--- src/rtl/cloclz_gen_pkg.sv ---
// Shared constants and types for the CLO/CLZ word generator.
package cloclz_gen_pkg;

    localparam int DATA_W = 32;
    localparam int CNT_W  = 6;

    // Largest meaningful run length; larger requests clamp to this value.
    localparam logic [CNT_W-1:0] CNT_SAT = 6'd32;

    // Type encoding shared with the CLO/CLZ counter unit.
    localparam logic TYPE_CLO = 1'b0;
    localparam logic TYPE_CLZ = 1'b1;

    typedef enum logic {
        IDLE = 1'b0,
        RUN  = 1'b1
    } state_t;

    // Clamp a requested run length to the word width.
    function automatic logic [CNT_W-1:0] sat_cnt(input logic [CNT_W-1:0] cnt);
        return (cnt > CNT_SAT) ? CNT_SAT : cnt;
    endfunction

endpackage

--- src/rtl/cloclz_gen_chunk.sv ---
// Combinational slice builder: produces one BITS_PER_CYCLE-wide chunk of
// the generated word, MSB first, from the chunk index and run parameters.
module cloclz_gen_chunk
    import cloclz_gen_pkg::*;
#(
    parameter int BITS_PER_CYCLE = 4
) (
    input  logic [CNT_W-1:0]          chunk_idx,
    input  logic [CNT_W-1:0]          run_len,
    input  logic                      run_bit,
    input  logic [BITS_PER_CYCLE-1:0] tail_slice,
    output logic [BITS_PER_CYCLE-1:0] slice
);

    int pos;

    // Slice bit j sits at distance pos from the word MSB; before the run
    // length it is the run bit, at it the terminator, beyond it the tail.
    always_comb begin
        slice = '0;
        pos   = 0;
        for (int j = 0; j < BITS_PER_CYCLE; j++) begin
            pos = int'(chunk_idx) * BITS_PER_CYCLE + (BITS_PER_CYCLE - 1 - j);
            if (pos < int'(run_len)) begin
                slice[j] = run_bit;
            end else if (pos == int'(run_len)) begin
                slice[j] = ~run_bit;
            end else begin
                slice[j] = tail_slice[j];
            end
        end
    end

endmodule

--- src/rtl/cloclz_gen.sv ---
// Iterative generator of a 32-bit word whose CLO (type 0) or CLZ (type 1)
// count equals a requested run length. Builds BITS_PER_CYCLE bits per
// cycle, MSB first.
// Handshake: start is accepted only while busy=0 and flush=0; busy is high
// from the cycle after acceptance until done; done is a one-cycle pulse
// coinciding with the new gen_out, which is held until the next done.
module cloclz_gen
    import cloclz_gen_pkg::*;
#(
    parameter int BITS_PER_CYCLE = 4
) (
    input  logic              clk,
    input  logic              resetn,
    input  logic              start,
    input  logic [CNT_W-1:0]  cnt_in,
    input  logic              type_in,
    input  logic [DATA_W-1:0] tail_in,
    input  logic              flush,
    output logic              busy,
    output logic              done,
    output logic [DATA_W-1:0] gen_out
);

    localparam int B = BITS_PER_CYCLE;
    localparam bit B_OK = (B == 1) || (B == 2) || (B == 4) ||
                          (B == 8) || (B == 16) || (B == 32);
    localparam logic [CNT_W-1:0] K_LAST = CNT_W'(DATA_W / B - 1);

    if (!B_OK) begin : g_bad_bits_per_cycle
        $error("cloclz_gen: BITS_PER_CYCLE must be 1, 2, 4, 8, 16 or 32");
    end

    state_t            state;
    logic [CNT_W-1:0]  k_q;
    logic [CNT_W-1:0]  n_q;
    logic              b_q;
    logic [DATA_W-1:0] tail_q;
    logic [DATA_W-1:0] acc;

    logic [4:0]        chunk_msb;
    logic [B-1:0]      tail_slice;
    logic [B-1:0]      slice;
    logic [DATA_W-1:0] full_word;

    // Select the tail bits covered by the current chunk.
    always_comb begin
        chunk_msb  = 5'(DATA_W - 1 - int'(k_q) * B);
        tail_slice = tail_q[chunk_msb -: B];
    end

    cloclz_gen_chunk #(
        .BITS_PER_CYCLE (B)
    ) u_chunk (
        .chunk_idx  (k_q),
        .run_len    (n_q),
        .run_bit    (b_q),
        .tail_slice (tail_slice),
        .slice      (slice)
    );

    // Accumulator with the current chunk merged in; on the last chunk this
    // is the complete word.
    always_comb begin
        full_word                 = acc;
        full_word[chunk_msb -: B] = slice;
    end

    // Control FSM, operand capture, accumulation and registered outputs.
    always_ff @(posedge clk or negedge resetn) begin
        if (!resetn) begin
            state   <= IDLE;
            k_q     <= '0;
            n_q     <= '0;
            b_q     <= 1'b0;
            tail_q  <= '0;
            acc     <= '0;
            busy    <= 1'b0;
            done    <= 1'b0;
            gen_out <= '0;
        end else begin
            done <= 1'b0;
            case (state)
                IDLE: begin
                    if (start && !flush) begin
                        n_q    <= sat_cnt(cnt_in);
                        b_q    <= ~type_in;
                        tail_q <= tail_in;
                        k_q    <= '0;
                        busy   <= 1'b1;
                        state  <= RUN;
                    end
                end
                RUN: begin
                    if (flush) begin
                        busy  <= 1'b0;
                        state <= IDLE;
                    end else begin
                        acc <= full_word;
                        if (k_q == K_LAST) begin
                            gen_out <= full_word;
                            done    <= 1'b1;
                            busy    <= 1'b0;
                            state   <= IDLE;
                        end else begin
                            k_q <= k_q + 1'b1;
                        end
                    end
                end
                default: begin
                    busy  <= 1'b0;
                    state <= IDLE;
                end
            endcase
        end
    end

endmodule

--- config.mk ---
export PLATFORM = sky130hd
export DESIGN_NAME = cloclz_gen
export DESIGN_NICKNAME = d
export VERILOG_FILES = /design/src/rtl/cloclz_gen_pkg.sv /design/src/rtl/cloclz_gen_chunk.sv /design/src/rtl/cloclz_gen.sv
export SDC_FILE = /design/constraint.sdc
export NUM_CORES = 1
export LEC_CHECK = 0
export ABC_AREA = 1
export BUFFER_PORTS_ARGS = -buffer_cell sky130_fd_sc_hd__buf_2
export CAP_MARGIN = 20
export CORE_ASPECT_RATIO = 1.5
export CORE_MARGIN = 2
export CORE_UTILIZATION = 35
export CTS_CLUSTER_DIAMETER = 60
export DETAILED_ROUTE_END_ITERATION = 8
export GPL_ROUTABILITY_DRIVEN = 1
export PLACE_DENSITY = 0.59
export SYNTH_ARGS = -nofsm -noshare
export SYNTH_HDL_FRONTEND = slang
export SYNTH_SLANG_ARGS = --single-unit
--- constraint.sdc ---
create_clock -name clk -period 2.05 [get_ports clk]
set_input_delay 0.41 -clock clk [delete_from_list [all_inputs] [get_ports clk]]
set_output_delay 0.41 -clock clk [all_outputs]
set_load 0.02 [all_outputs]
======== Word-level counts from Yosys, hierarchy flattened ========
Cells that the tools add are included.
word-level totals
  register bits after elaboration ......... 112
  logic and storage cells ................. 68
operators by class
  add/sub/neg operators ................... 6
  magnitude comparators ................... 5
  equality and inequality tests ........... 9
  shift-type cells ........................ 3
  mux-type cells .......................... 25
  bitwise gates (word level) .............. 4
  reductions and logical operators ........ 7
operator list
  cell                    number
  $eq 32x7->1             3
  $lt 32x7->1             3
  $shift 4x7->35 const A  1
  $shiftx 35x6->4         1
  $shiftx 4x7->35         1
  $bwmux 32               1
  $mux 6                  4
  $add 8x2->9 const B     2
  $mux 1                  17
  $pmux 6 s2              1
  $add 8x1->9 const B     1
  $eq 8x7->1              1
  $lt 8x6->1              1
  $neg 5->7               1
  $add 6x1->6 const B     1
  $eq 6x3->1 const B      1
  $gt 6x6->1 const B      1
  $ne 2x2->1 const B      3
  $reduce_and 2->1        3
  $reduce_and 3->1        2
  $sub 5x5->5 const A     1
  $not 1->1               4
  $pmux 1 s2              2
  $ne 3x2->1 const B      1
  2 further kinds         2

======== Depth between registers and ports, before layout ========
  word-level depth ........................ 6
  gate-level depth with buffers ........... 16
  depth with buffers taken out ............ 14

======== Hierarchy ========
Synthesis repeated with hierarchy kept, for this count alone.
second synthesis, totals
  cells, all modules ...................... 678
  area total of the unflattened synthesis .. 5484.0 sq um
modules (own cells, without submodules)
  module            times used  cells an instance  area an instance (sq um)  sequential area each (sq um)
  cloclz_gen        1           592                5059.9                    2802.7
  cloclz_gen_chunk  1           86                 424.2                     0.0

======== Worst setup path after synthesis ========
Ideal clock, no wire load.
  path type ............................... register -> register
  start point ............................. register k_q[0]
  end point ............................... register acc[6]
  library setup time ...................... 118 ps
  arrival time ............................ 1944 ps
  slack ................................... -12 ps
  stages on the path, launching flop included .. 17
  buffers on the path ..................... 2
  cells stage by stage .................... dfrtp_1 -> inv_2 -> buf_6 -> buf_6 -> ha_1 -> nand2_1 -> nor2_2 -> o21ai_0 -> nand2_1 -> nand2_1 -> inv_1 -> nand2_1 -> nand2_2 -> nand3_1 -> nand2_1 -> nand3_1 -> nand2_1
between the ends
  longest elaborated chain between the ends .. 6
ends and longest elaborated chain
  element                                                              line               text
  from (decl)                                                          cloclz_gen.sv:34   logic [CNT_W-1:0] k_q;
  from (signal assigned)                                               cloclz_gen.sv:105  k_q <= k_q + 1'b1;
  parallel branches: the longest is 5 deep, another holds $lt 32x7->1  --
  $bwmux 32 *                                                          cloclz_gen.sv:65   full_word[chunk_msb -: B] = slice;
  to (signal assigned)                                                 cloclz_gen.sv:98   acc <= full_word;
  to (decl)                                                            cloclz_gen.sv:38   logic [DATA_W-1:0] acc;
Every way passes the cells marked *.
A chain may end at the register's enable or synchronous reset.

======== Worst setup path in the final report ========
  start point ............................. register k_q[3]
  end point ............................... register gen_out[29]
between the ends
  longest elaborated chain between the ends .. 6
ends and longest elaborated chain
  element                                                              line               text
  parallel branches: the longest is 6 deep, another holds $lt 32x7->1  --
  to (signal assigned)                                                 cloclz_gen.sv:100  gen_out <= full_word;
  to (decl)                                                            cloclz_gen.sv:21   output logic [DATA_W-1:0] gen_out
Parallel ways; which one is timed is not known.

==> qor.txt <==
Post-DR wirelength/cell: 13.9 um
Initial antenna violation count: 0
Sequential share of power: 38.6%
Pwr Density: 1160 nW/um2
Gr busiest metal: met2
Maximum VDD drop: 0.000527 V
Cell Chain, Critical Path: ha_1, nand2_1, nand2_1, nor2_4, buf_4, a21oi_1, nand2_1, nand2_4, nand3_2, nand2_1, nand3_1, nand2_1
Most frequent cell after synthesis: nand2_1
Kind of critical path: register to register
Post-DP HPWL: 9910 um
Synth top area share: 50.5%
Worst setup skew after layout: 0.00804 ns
Synth warn: 0
Combinational power share: 40.3%
H-tree levels: 3
Design area: 6550 um2
Vias post-DR: 4794
Area Growth Syn to Fin: 17.9%
Worst-Margin Slew: 0.620 ns
Period Utilization, post-route: 92.2%
Largest cells by area after synthesis: dfrtp_1, nand2_1, nand3_1
Clk pwr share: 21.1%
CTS root buf: clkbuf_16
Max-slew violation count: 0
Min-delay worst type: primary input to asynchronous set/reset pin
CTS tree: yes
Starting Density: 35.7%
Detail Route Antenna Nets: 0
Final #Nets: 854
Fin Hold WS: 0.0344 ns
GR Util All Layers: 17.6%
Routability cong.: 0.800
First-pass GRT wire length: 23200 um
Slew HR: 58.6%
Hold bufs inserted after CTS: 0
DIE AREA: 16900 um2
# fillers: 1638
Syn nets: 774
Max stage delay on crit path: 0.40 ns
WP data required: 2.29 ns
CP max FO: 7
Pint: 4580 uW
Worst path slowest cell: dfrtp_1
Fin. Hold Viols: 0
CP Capture Type: register
Die Span Y: 158 um
WL final: 14000 um
Vias per inst: 4.76
Ys flop type: dfrtp_1
PortBufs: 76
Synth area leader: dfrtp_1
Sequential fraction of the synthesis area: 50.5%
Top delay family on crit path: simple AND/OR/NAND/NOR gates
Core Footprint: 15600 um2
GRT met1 Usage: 20.2%
CP bufs+invs: 1
Switching power: 3000 uW
Mean Syn Cell Area: 7.71 um2
Initial DRC count: 115
Worst-skew pair later-pin latency: 0.35 ns
Most used cell, CP: nand2_1
Pre-antenna DRT Iters: 4
EDFF count, synth: 0
Mapped Area: 5550 um2
Clk slew on worst S/H paths: 0.07 ns
Vias in the first global route: 4764
Fmax: 0.529 GHz
Diode count: 0
Remaining DRCs: 0
Synth Instances: 720
Leak: 0.00368 uW
Row Count: 56
Layout cells sized above 1: 20.6%
Critical Path Start Type: register
Largest net degree at the start of global routing: 38
Tmin final: 1.89 ns
Grt ovf: 0
Layout Utilization: 42.1%
CTS Sinks: 112
# Max-Cap Violations: 0
Distinct cells, synth: 26
Setup violators final: 0
GR Layer Usage met2: 32.4%
Placed standard-cell area: 6230 um2
Status: finished, final reports clean
Flops & latches, synth: 112
M3 GR Usage: 1.56%
Clock Tree Buf Depth: 2
Async SR Flop Fraction: 100%
Arrival @ worst endpoint: 2.13 ns
Boundary pin count: 77
Die width: 107 um
Top post-synthesis cells by count: nand2_1, dfrtp_1, nand3_1, inv_1, or2_2
Cts bufs inserted: 9
Sw Ratio: 39.6%
worst reg2reg max path, stage by stage, from the launching register on:
cell and delay (ns):
dfrtp_1 0.40, ha_1 0.31, nand2_1 0.07, nand2_1 0.09
nor2_4 0.20, buf_4 0.15, a21oi_1 0.05, nand2_1 0.10
nand2_4 0.10, nand3_2 0.10, nand2_1 0.07, nand3_1 0.09
nand2_1 0.05
worst paths after layout:
check,from,endpoint,slack (ns),cells past startpoint
hold reg to reg,gen_out[20],gen_out[20],0.47,2
max in group asynchronous,resetn,acc[19],1.39,2
min in group clk,tail_in[9],tail_q[9],0.25,3
setup / recovery,k_q[3],gen_out[29],0.16,12
setup reg to reg,k_q[3],gen_out[29],0.16,12
hold / removal,resetn,tail_q[24],0.03,1
sequential cells by signal, indices dropped and copies added, names as in the netlist:
register,count
acc,32
b_q,1
busy,1
done,1
gen_out,32
k_q,6
n_q,6
state,1
tail_q,32
repair_timing:
item,4_1_cts,5_1_grt
gates resized for setup,0,10
endpoints found under the setup margin,0,66
setup buffers,0,2
layout by cell type, fill, tap and decap left out, drive strengths merged:
| cell | Yosys | final |
|---|---|---|
| or4 | 1 | 1 |
| nand4 | 12 | 12 |
| a21oi | 7 | 7 |
| nand2 | 357 | 357 |
| o22ai | 1 | 1 |
| nor3 | 2 | 2 |
| inv | 37 | 37 |
| dfrtp | 112 | 112 |
| ha | 11 | 11 |
| or2 | 24 | 24 |
| nand3 | 96 | 96 |
| o21ai | 15 | 15 |
| clkinv | 1 | 2 |
| clkbuf | 12 | 12 |
| nor2 | 15 | 16 |
| clkinvlp | 0 | 2 |
| buf | 17 | 97 |
cell families (layout without fill, tap and decap cells):
family	Yosys count	after routing	synth area share, %
AND/OR/NAND/NOR	507	508	39.7
adder cells (fa/ha/maj)	11	11	2.48
buffers and inverters	67	150	5.27
flip-flops	112	112	50.5
AO/OA/AOI/OAI	23	23	2.10
cell type report:
type | count | area, um2 | area share [%]
flip-flops and latches | 112 | 2800 | 42.8
clock buffers | 12 | 236 | 3.61
multi-input cells | 542 | 2490 | 38.1
inverters | 38 | 143 | 2.18
well taps | 203 | 254 | 3.88
clock inverters | 3 | 20.0 | 0.306
repair buffers | 97 | 594 | 9.08
stage by stage:
stage | TNS (ns) | std cells | setup WS [ns] | power [uW]
detailed placement | 0 | 989 | 0.0313 | 5950
floorplan | 0 | 720 | 0.0387 | 5120
CTS | 0 | 1004 | 0.0199 | 7570
global placement | 0 | 989 | 0.0652 | 5910
global route | -0.0000711 | 1007 | -0.0000711 | 8200
finish | 0 | 1007 | 0.160 | 7590
power by group through the flow:
stage	logic, uW	registers [uW]	clock network [uW]
detailed placement	2980	2960	0
finish	3060	2930	1600
CTS	2990	2930	1650
global placement	2950	2950	0
floorplan	2120	3000	0
global route	3490	2980	1730
routing by layer:
layer	up-vias	wire, um
met4	0	411
met2	74	7440
met3	21	321
met5	-	0
li1	2434	-
met1	2265	5820
Power figures use the tool's default switching activity.
